===== config.mk =====
export PLATFORM = sky130hd
export DESIGN_NAME = sw_ctrl
export DESIGN_NICKNAME = d
export VERILOG_FILES = /design/src/rtl/sw_ctrl_pkg.sv /design/src/rtl/sw_ctrl_max_tracker.sv /design/src/rtl/sw_ctrl.sv
export SDC_FILE = /design/constraint.sdc
export NUM_CORES = 1
export LEC_CHECK = 0
export CAP_MARGIN = 5
export CORE_MARGIN = 2
export CORE_UTILIZATION = 60
export DETAILED_ROUTE_END_ITERATION = 16
export GPL_ROUTABILITY_DRIVEN = 0
export PLACE_DENSITY = 0.88
export SKIP_LAST_GASP = 1
export SLEW_MARGIN = 5
export SYNTH_ARGS = -nofsm -noshare
export SYNTH_HDL_FRONTEND = slang
export SYNTH_SLANG_ARGS = --single-unit

===== constraint.sdc =====
create_clock -name clk -period 4.94 [get_ports clk]
set_input_delay 1.482 -clock clk [delete_from_list [all_inputs] [get_ports clk]]
set_output_delay 1.482 -clock clk [all_outputs]
set_load 0.05 [all_outputs]

===== src/rtl/sw_ctrl_pkg.sv =====
// Shared types and default geometry for the Smith-Waterman sequencing controller.
package sw_pkg;

   typedef enum logic [2:0] {
      IDLE  = 3'd0,
      LOAD  = 3'd1,
      CLEAR = 3'd2,
      RUN   = 3'd3,
      DRAIN = 3'd4,
      DONE  = 3'd5
   } state_t;

   typedef enum logic [1:0] {
      BASE_A = 2'b00,
      BASE_C = 2'b01,
      BASE_G = 2'b10,
      BASE_T = 2'b11
   } base_t;

   localparam int REF_LEN_DEF   = 64;
   localparam int QUERY_LEN_DEF = 32;
   localparam int ARR_LAT_DEF   = 1;
   localparam int DRAIN_CYC_DEF = QUERY_LEN_DEF + ARR_LAT_DEF;

   // Bits needed for a counter that must hold the value n itself.
   function automatic int cnt_width(input int n);
      return $clog2(n + 1);
   endfunction

endpackage


===== src/rtl/sw_ctrl_max_tracker.sv =====
// Best-cell register: keeps the highest score, ties resolved toward the smaller
// reference position and then the smaller query position.
module sw_max_tracker #(
   parameter int WS = 8,
   parameter int WR = 7,
   parameter int WQ = 6
) (
   input  logic          clk,
   input  logic          reset,
   input  logic          clear,
   input  logic          en,
   input  logic [WS-1:0] score,
   input  logic [WR-1:0] cand_ref,
   input  logic [WQ-1:0] cand_query,
   output logic [WS-1:0] best_score,
   output logic [WR-1:0] best_ref,
   output logic [WQ-1:0] best_query
);

   logic better;

   always_comb begin
      better = 1'b0;
      if (score > best_score)
         better = 1'b1;
      else if (score == best_score)
         better = (cand_ref < best_ref) ||
                  ((cand_ref == best_ref) && (cand_query < best_query));
   end

   always_ff @(posedge clk or negedge reset) begin
      if (!reset) begin
         best_score <= '0;
         best_ref   <= '0;
         best_query <= '0;
      end else if (clear) begin
         best_score <= '0;
         best_ref   <= '0;
         best_query <= '0;
      end else if (en && better) begin
         best_score <= score;
         best_ref   <= cand_ref;
         best_query <= cand_query;
      end
   end

endmodule


===== src/rtl/sw_ctrl.sv =====
// Sequencing controller for the Smith-Waterman systolic PE array.
// Optional sticky protocol-error output under SW_CTRL_PROTOCOL_CHECK_EN.
//
// state | meaning
// IDLE  | waiting for the first base of a job
// LOAD  | buffering reference, shifting query into the PE chain
// CLEAR | one-cycle array/best-score clear
// RUN   | replaying the buffered reference, one base per cycle
// DRAIN | waiting out the wavefront through the array
// DONE  | one-cycle finish pulse, result valid
module sw_ctrl
   import sw_pkg::*;
#(
   parameter int REF_LEN         = REF_LEN_DEF,
   parameter int QUERY_LEN       = QUERY_LEN_DEF,
   parameter int WIDTH_SCORE     = 8,
   parameter int WIDTH_POS_REF   = 7,
   parameter int WIDTH_POS_QUERY = 6,
   parameter int ARR_LAT         = ARR_LAT_DEF
) (
   input  logic                       clk,
   input  logic                       reset,
   input  logic                       valid,
   input  logic [1:0]                 data_ref,
   input  logic [1:0]                 data_query,
   output logic                       finish,
   output logic [WIDTH_SCORE-1:0]     max,
   output logic [WIDTH_POS_REF-1:0]   pos_ref,
   output logic [WIDTH_POS_QUERY-1:0] pos_query,
   output logic                       arr_clear,
   output logic                       arr_load_q,
   output logic [1:0]                 arr_q_base,
   output logic                       arr_ref_valid,
   output logic [1:0]                 arr_ref_base,
   output logic [WIDTH_POS_REF-1:0]   arr_ref_idx,
   input  logic                       arr_cell_valid,
   input  logic [WIDTH_SCORE-1:0]     arr_cell_score,
   input  logic [WIDTH_POS_REF-1:0]   arr_cell_ref,
   input  logic [WIDTH_POS_QUERY-1:0] arr_cell_query
`ifdef SW_CTRL_PROTOCOL_CHECK_EN
   ,
   output logic                       proto_err
`endif
);

   localparam int DRAIN_CYC = QUERY_LEN + ARR_LAT;
   localparam int IDX_W     = $clog2(REF_LEN);
   localparam int DRN_W     = cnt_width(DRAIN_CYC);

   localparam logic [WIDTH_POS_REF-1:0] REF_LAST = WIDTH_POS_REF'(REF_LEN - 1);
   localparam logic [WIDTH_POS_REF-1:0] REF_END  = WIDTH_POS_REF'(REF_LEN);
   localparam logic [WIDTH_POS_REF-1:0] Q_END    = WIDTH_POS_REF'(QUERY_LEN);
   localparam logic [DRN_W-1:0]         DRN_TOP  = DRN_W'(DRAIN_CYC - 1);

   state_t                   state;
   logic [WIDTH_POS_REF-1:0] cnt;
   logic [DRN_W-1:0]         drain_cnt;
   logic [1:0]               ref_buf [REF_LEN];
   logic                     accept;
   logic                     last_base;
   logic                     trk_en;

   assign accept     = valid && ((state == IDLE) || (state == LOAD));
   assign last_base  = accept && (cnt == REF_LAST);
   assign arr_load_q = accept && (cnt < Q_END);
   assign arr_q_base = arr_load_q ? data_query : 2'b00;
   assign trk_en     = arr_cell_valid && ((state == RUN) || (state == DRAIN));

   // Buffer contents need no reset; they are always rewritten before RUN reads them.
   always_ff @(posedge clk) begin
      if (accept)
         ref_buf[cnt[IDX_W-1:0]] <= data_ref;
   end

   always_ff @(posedge clk or negedge reset) begin
      if (!reset) begin
         state         <= IDLE;
         cnt           <= '0;
         drain_cnt     <= '0;
         arr_clear     <= 1'b0;
         arr_ref_valid <= 1'b0;
         arr_ref_base  <= 2'b00;
         arr_ref_idx   <= '0;
         finish        <= 1'b0;
      end else begin
         arr_clear <= 1'b0;
         finish    <= 1'b0;
         unique case (state)
            IDLE, LOAD: begin
               if (accept) begin
                  if (last_base) begin
                     state     <= CLEAR;
                     cnt       <= '0;
                     arr_clear <= 1'b1;
                  end else begin
                     state <= LOAD;
                     cnt   <= cnt + 1'b1;
                  end
               end
            end
            CLEAR: begin
               state         <= RUN;
               arr_ref_valid <= 1'b1;
               arr_ref_base  <= ref_buf[0];
               arr_ref_idx   <= WIDTH_POS_REF'(1);
            end
            RUN: begin
               if (arr_ref_idx == REF_END) begin
                  state         <= DRAIN;
                  arr_ref_valid <= 1'b0;
                  arr_ref_base  <= 2'b00;
                  arr_ref_idx   <= '0;
                  drain_cnt     <= DRN_TOP;
               end else begin
                  // arr_ref_idx is 1-based, so it already addresses the next base.
                  arr_ref_base <= ref_buf[arr_ref_idx[IDX_W-1:0]];
                  arr_ref_idx  <= arr_ref_idx + 1'b1;
               end
            end
            DRAIN: begin
               if (drain_cnt == '0) begin
                  state  <= DONE;
                  finish <= 1'b1;
               end else begin
                  drain_cnt <= drain_cnt - 1'b1;
               end
            end
            DONE:    state <= IDLE;
            default: state <= IDLE;
         endcase
      end
   end

   // Clearing on the edge that enters CLEAR makes the outputs read zero during CLEAR.
   sw_max_tracker #(
      .WS (WIDTH_SCORE),
      .WR (WIDTH_POS_REF),
      .WQ (WIDTH_POS_QUERY)
   ) u_max (
      .clk        (clk),
      .reset      (reset),
      .clear      (last_base),
      .en         (trk_en),
      .score      (arr_cell_score),
      .cand_ref   (arr_cell_ref),
      .cand_query (arr_cell_query),
      .best_score (max),
      .best_ref   (pos_ref),
      .best_query (pos_query)
   );

`ifdef SW_CTRL_PROTOCOL_CHECK_EN
   logic perr_evt;

   assign perr_evt = (valid && ((state == CLEAR) || (state == RUN) ||
                                (state == DRAIN) || (state == DONE))) ||
                     (arr_cell_valid && !((state == RUN) || (state == DRAIN)));

   always_ff @(posedge clk or negedge reset) begin
      if (!reset)
         proto_err <= 1'b0;
      else if (perr_evt)
         proto_err <= 1'b1;
      else if (accept && (state == IDLE))
         proto_err <= 1'b0;
   end
`endif

endmodule

==> results of run 1 <==
## metal layers
layer  part of all wire  track usage  up-vias
met5                  0            0        -
met4              0.036        0.129        0
li1                   -            -     2403
met3              0.094       0.0672       72
met1               0.38        0.360     2700
met2               0.49        0.435      384
## worst max-delay path: stages
cell and delay (ns):
clkdlybuf4s50_1 0.52, nor3b_2 0.23, nor3b_2 0.34, and2_1 0.23, buf_12 0.15
## cell families after synthesis
group | Yosys count
AOI/OAI and AO/OA | 65
xor gates and xnor gates | 7
adders and majority gates | 25
buffers and inverters | 84
DFF | 177
muxes | 60
and+or+nand+nor | 212
## cells in the mapped netlist, drive strengths merged (5+ instances only)
library cell | number | share of area
edfxtp | 128 | 0.47
nor2 | 90 | 0.041
dfrtp | 49 | 0.15
nand2 | 49 | 0.022
inv | 48 | 0.022
mux4 | 32 | 0.088
mux2i | 28 | 0.034
ha | 25 | 0.038
clkbuf | 22 | 0.010
o21ai | 19 | 0.012
buf | 13 | 0.012
nand3 | 13 | 0.0079
a21oi | 10 | 0.0061
nand4 | 9 | 0.0068
nor3 | 9 | 0.0055
and3 | 6 | 0.0046
nand3b | 6 | 0.0055
a211oi | 5 | 0.0052
a21o | 5 | 0.0046
nor4 | 5 | 0.0038
xor2 | 5 | 0.0053
## power breakdown
group / switching, mW / leakage [nW] / total, mW / internal (mW)
Sequential: 0.0780 / 1.76 / 1.76 / 1.69
Clock: 0.542 / 0.267 / 1.33 / 0.789
Combinational: 0.572 / 1.61 / 0.911 / 0.339
## how the worst max path moves through the flow
| stage | cells past startpoint | to | slack [ns] |
|---|---|---|---|
| finish | 5 | arr_q_base[0] | 0.50 |
| global route | 5 | arr_q_base[0] | 0.42 |
| CTS | 5 | arr_q_base[0] | 0.49 |
| detailed placement | 5 | arr_q_base[0] | 0.51 |
| global placement | 5 | arr_q_base[1] | 0.65 |
| floorplan | 3 | arr_q_base[0] | 0.39 |
## registers in the layout, summed over array words and instances (netlist names)
signal            flops
arr_clear             1
arr_ref_base          2
arr_ref_idx           7
arr_ref_valid         1
cnt                   7
drain_cnt             6
finish                1
ref_buf             128
state                 3
u_max.best_query      6
u_max.best_ref        7
u_max.best_score      8
## final cells by class
type,count,area (µm²)
flip-flops and latches,177,5070
fillers,797,3710
multi-input cells,369,2810
repair buffers,72,726
clock buffers,21,440
well taps,176,220
inverters,49,184
clock inverters,10,138
## stage by stage
| step | setup WS, ns | power (mW) | std cells | instance area [µm²] |
|---|---|---|---|---|
| 2_1_floorplan | 0.391 | 2.39 | 630 | 8230 |
| 3_3_place_gp | 0.647 | 2.67 | 843 | 9010 |
| 3_5_place_dp | 0.512 | 2.71 | 843 | 9010 |
| 4_1_cts | 0.489 | 4.02 | 874 | 9590 |
| 5_1_grt | 0.424 | 4.17 | 874 | 9590 |
| 6_report | 0.505 | 4.01 | 874 | 9590 |
==> reports/qor.yml, run 1 <==
worst_setup_path:
  critPathLaunch: "valid"
  worstSetupPathType: "input port to output pin"
  arrival_ns: 2.95
  worstReg2RegEnd: "arr_ref_base[0]"
  startpoint_type: "input port"
  r2r_cells: 9
  r2r-start: "arr_ref_idx[0]"
  worstPathMaxFanout: 4
  end_kind: "output pin"
  critPathRequiredTime_ns: 3.46
  r2r_slack_ns: 1.93
die:
  die_x_um: 121
  rows: 42
  die_h_um: 121
  core_area_um2: 13300
  pin_count: 65
  dieArea_um2: 14700
  initial_core_util: 0.619
grt:
  gr-total-overflow: 0
  grt_pass1_vias: 5564
  antenna_found_initial: 0
  grt_max_degree: 65
  grt_pass1_wl_um: 29700
  track_usage: 0.274
clocking:
  post_cts_resized: 0
  cts_buffers: 17
  cts_hold_buf: 0
  root_buffer: "clkbuf_16"
  clkLatencyLatePin_ns: 0.44
  cts_tree: "yes"
  post_cts_buffers: 0
  clock-sinks: 177
  htreeDepth: 4
  clkSlewWorstSetupHoldPaths_ns: 0.07
  cts.path.max_buffers: 2
synth:
  synth_cells: 630
  postSynthAreaPerCell_um2: 13.1
  synth_top_family_by_area: "multiplexers"
  syn_nets: 684
  ys_ff_latch: 177
  synthFlopType: "edfxtp_1"
  synthMuxAreaShare: 0.122
  synth_xor_area_frac: 0.00745
  ys_seq_area_frac: 0.616
  async_flop_share: 0.277
  synth_compound_area_frac: 0.0525
  yosys.area_share.simple: 0.120
  syn_area_um2: 8230
  yosys_warnings: 0
  ys_types: 56
  synth-edff-count: 128
  synthAdderAreaFrac: 0.0380
final_layout:
  layout_commonest_cell: "edfxtp_1"
  areaGrowthSynthToFinish_pct: 16.5
  nets: 740
  antenna_cells: 0
  utilization: 0.721
  layout-drive-gt1-share: 0.112
  most-common-layout-cells: "edfxtp_1 (128), nor2_1 (90), clkdlybuf4s50_1 (60)"
sta:
  finalClockSkew_ns: 0.00685
  layout_min_cycle_time_ns: 4.44
  final-setup-viol-count: 0
  finalHoldViolations: 0
  timing.setup.tns_ns: 0
  max_slew_margin: 0.254
  slew_violations: 0
  period_share: 0.898
  fmax_mhz: 225
  tightest_slew_ns: 1.12
  rsz0062_at_grt: "no"
  hold_ws_ns: 0.531
placed_design:
  numPortBuffers: 64
  hpwl_um: 12200
routing:
  routed_wl_um: 18900
  antenna_left: 0
  wl_per_cell_um: 21.6
  first_iter_violations: 648
  num_vias: 5559
  drc_errors: 0
  viasPerCell: 6.36
  first_pass_iters: 6
power_and_ir_drop:
  irDropWorstVdd_v: 0.000301
  power_density_nw_per_um2: 418
  p_leak_nw: 3.64
worst_hold_path:
  min_path_cells: 2
  min_to: "arr_ref_valid"
  hold_path_class: "register to register"
  hp-start: "arr_ref_valid"
outcome:
  status: "completed"
run:
  maxCapViolCount: 0
Power figures use the tool's default switching activity.
==> run 2, diff against run 1 <==
--- a/config.mk
+++ b/config.mk
@@ -5,7 +5,7 @@
 export SDC_FILE = /design/constraint.sdc
 export NUM_CORES = 1
 export LEC_CHECK = 0
-export CAP_MARGIN = 5
+export CAP_MARGIN = 0
 export CORE_MARGIN = 2
 export CORE_UTILIZATION = 60
 export DETAILED_ROUTE_END_ITERATION = 16
==> results of run 2 <==
Same layout as run 1: the final DEF is identical, and so are final timing and power.
==> edit (config.mk and constraints of run 1) <==
Build with the macro `SW_CTRL_PROTOCOL_CHECK_EN` defined.
--- a/src/rtl/sw_ctrl.sv
+++ b/src/rtl/sw_ctrl.sv
@@ -9,4 +9,6 @@
 // DRAIN | waiting out the wavefront through the array
 // DONE  | one-cycle finish pulse, result valid
+`define SW_CTRL_PROTOCOL_CHECK_EN
+
 module sw_ctrl
    import sw_pkg::*;
Formal check against the unedited RTL (old outputs only; new: proto_err): equivalent (equiv_simple and equiv_induct, registers matched by name and starting in step).
==> edit against run 1 <==
Worst hold slack got worse by 0.011 ns. Cell area decreased by 0.14%. Global-route usage is 0.70 points lower. Sequential cell count rose by 1. Via count fell by 2.6%. Wire length fell by 2.5%. Setup slack worse by 0.12 ns. Critical endpoint is now arr_q_base[1]. Area after synthesis is 0.27% lower. Critical path type unchanged. Synthesized cell count down 2.1%.
Power is not compared: it rests on default switching activity, and its combinational part moved more than twofold at a synthesized area within 25%.
==> edit: results (changes against run 1) <==
- Worst R2R Setup Slack: 2.07 ns (was 1.93 ns)
- Origin of the critical flop-to-flop path: state[2] (was arr_ref_idx[0])
- The worst hold endpoint was arr_ref_valid (unchanged).
- Multiplexer fraction of the synthesized cell area: 12.72% (was 12.16%)
- Number of distinct standard cells referenced by the synthesized netlist: 40 (was 56)
* Start point of the worst min-delay path: arr_ref_valid (unchanged)
- The via-per-instance ratio is 6.270 (was 6.360).
- The total CTS buffers is 17 (unchanged).
- Drt first-iter violations: 738 (was 648)
- Vias in the first global route: 5432 (was 5564)
- The fraction of the mapped netlist area in compound gates is 4.543% (was 5.246%).
- The wire length on met1 was 7019 um (was 7233 um).
- The count of buffers inserted at the top-level ports is 65 (was 64).
* Normalized max-slew margin: 52.90% (was 25.43%)
- The number of antenna violations at the first check in global routing came to 0 (unchanged).
* R2r worst-path depth: 5 (was 9)
* Number of nets in the final layout: 731 (was 740)
* Total routed wirelength: 18410 um (was 18880 um)
- The clock transition at the registers of the reported paths is 0.07 ns (about the same).
- The xor and xnor fraction of the mapped netlist area came to 1.067% (was 0.7450%).
* Arr. time, crit path: 3.07 ns (was 2.95 ns)
- The detailed route wirelength on metal3 was 1689 um (was 1774 um).
- Proportion of synthesized chip area in sequential cells: 62.08% (was 61.61%)
- The share of post-route cells with drive strength above 1 is 12.06% (was 11.17%).
- Final HPWL from detailed placement: 11820 um (was 12170 um)
- The endpoint of the lowest-slack register-to-register path is ref_buf[31][0] (was arr_ref_base[0]).
- The pin count of the biggest net entering global routing is 65 (unchanged).
- The number of buffers inserted to repair setup after CTS came to 0 (unchanged).
* Adder-cell share of the synthesized area: 4.116% (was 3.801%)
- Net count after synthesis: 673 (was 684)
- Top cells by count, synth: 128 x edfxtp_1, 77 x nor2_1, 74 x nand2_1, 50 x dfrtp_1, 31 x inv_1 (was 128 x edfxtp_1, 90 x nor2_1, 49 x dfrtp_1, 49 x nand2_1, 47 x inv_1).
- Result of the run: finished clean (unchanged)
* Routed length on met2: 9133 um (was 9179 um)
- The largest fanout on the critical path came to 9 (was 4).
* First-pass GRT wire length: 28990 um (was 29730 um)
- The fraction of synthesis flops using an asynchronous set or reset pin was 28.09% (was 27.68%).
-- edit: how the worst max path moves through the flow --
stage / to / slack, ns / cells past startpoint
floorplan: arr_q_base[0] / 0.16 / 3
global placement: arr_q_base[1] / 0.49 / 5
detailed placement: arr_q_base[1] / 0.44 / 5
CTS: arr_q_base[1] / 0.41 / 5
global route: arr_q_base[1] / 0.28 / 5
finish: arr_q_base[1] / 0.39 / 5
-- edit: cell type report --
class                   instances  area, um^2
clock inverters                15       121.4
fillers                       786        3720
clock buffers                  17       425.4
flip-flops and latches        178        5096
well taps                     176       220.2
inverters                      31       116.4
multi-input cells             375        2855
repair buffers                 72       740.7
-- edit: power by group --
part | total (mW) | internal, mW | switching, mW
registers | 1.74 | 1.66 | 0.0790
logic | 0.425 | 0.150 | 0.275
clock network | 1.26 | 0.657 | 0.600
total | 3.42 | 2.47 | 0.953
-- edit: cells by family after synthesis --
kind of cell	count (synthesis)
AOI/OAI and AO/OA	59
xor gates and xnor gates	10
adders and majority gates	27
buffers and inverters	64
DFF	178
muxes	57
and+or+nand+nor	222
-- edit: per-layer routing --
layer	track usage (%)	vias up
met5	0	-
met4	11.19	0
met3	6.062	54
met2	43.33	344
met1	35.19	2655
li1	-	2364
-- edit: worst register-to-register path: stages (launching register included) --
cell and delay [ns]:
dfrtp_1 0.46, inv_1 0.16, ha_1 0.24, and2_1 0.38, nand4_1 0.60, nor3_1 0.66
-- edit: metrics by stage --
stage          area [um^2]  worst slack (ns)  instances  power, mW  hold slack (ns)
6_report              9575            0.3889        864      3.423           0.5208
5_1_grt               9575            0.2846        864      3.529           0.5513
4_1_cts               9575            0.4137        864      3.421           0.5147
3_5_place_dp          9029            0.4358        832      2.175           0.4997
3_3_place_gp          9029            0.4871        832      2.150           0.4818
2_1_floorplan         8207            0.1603        617      2.013           0.4706
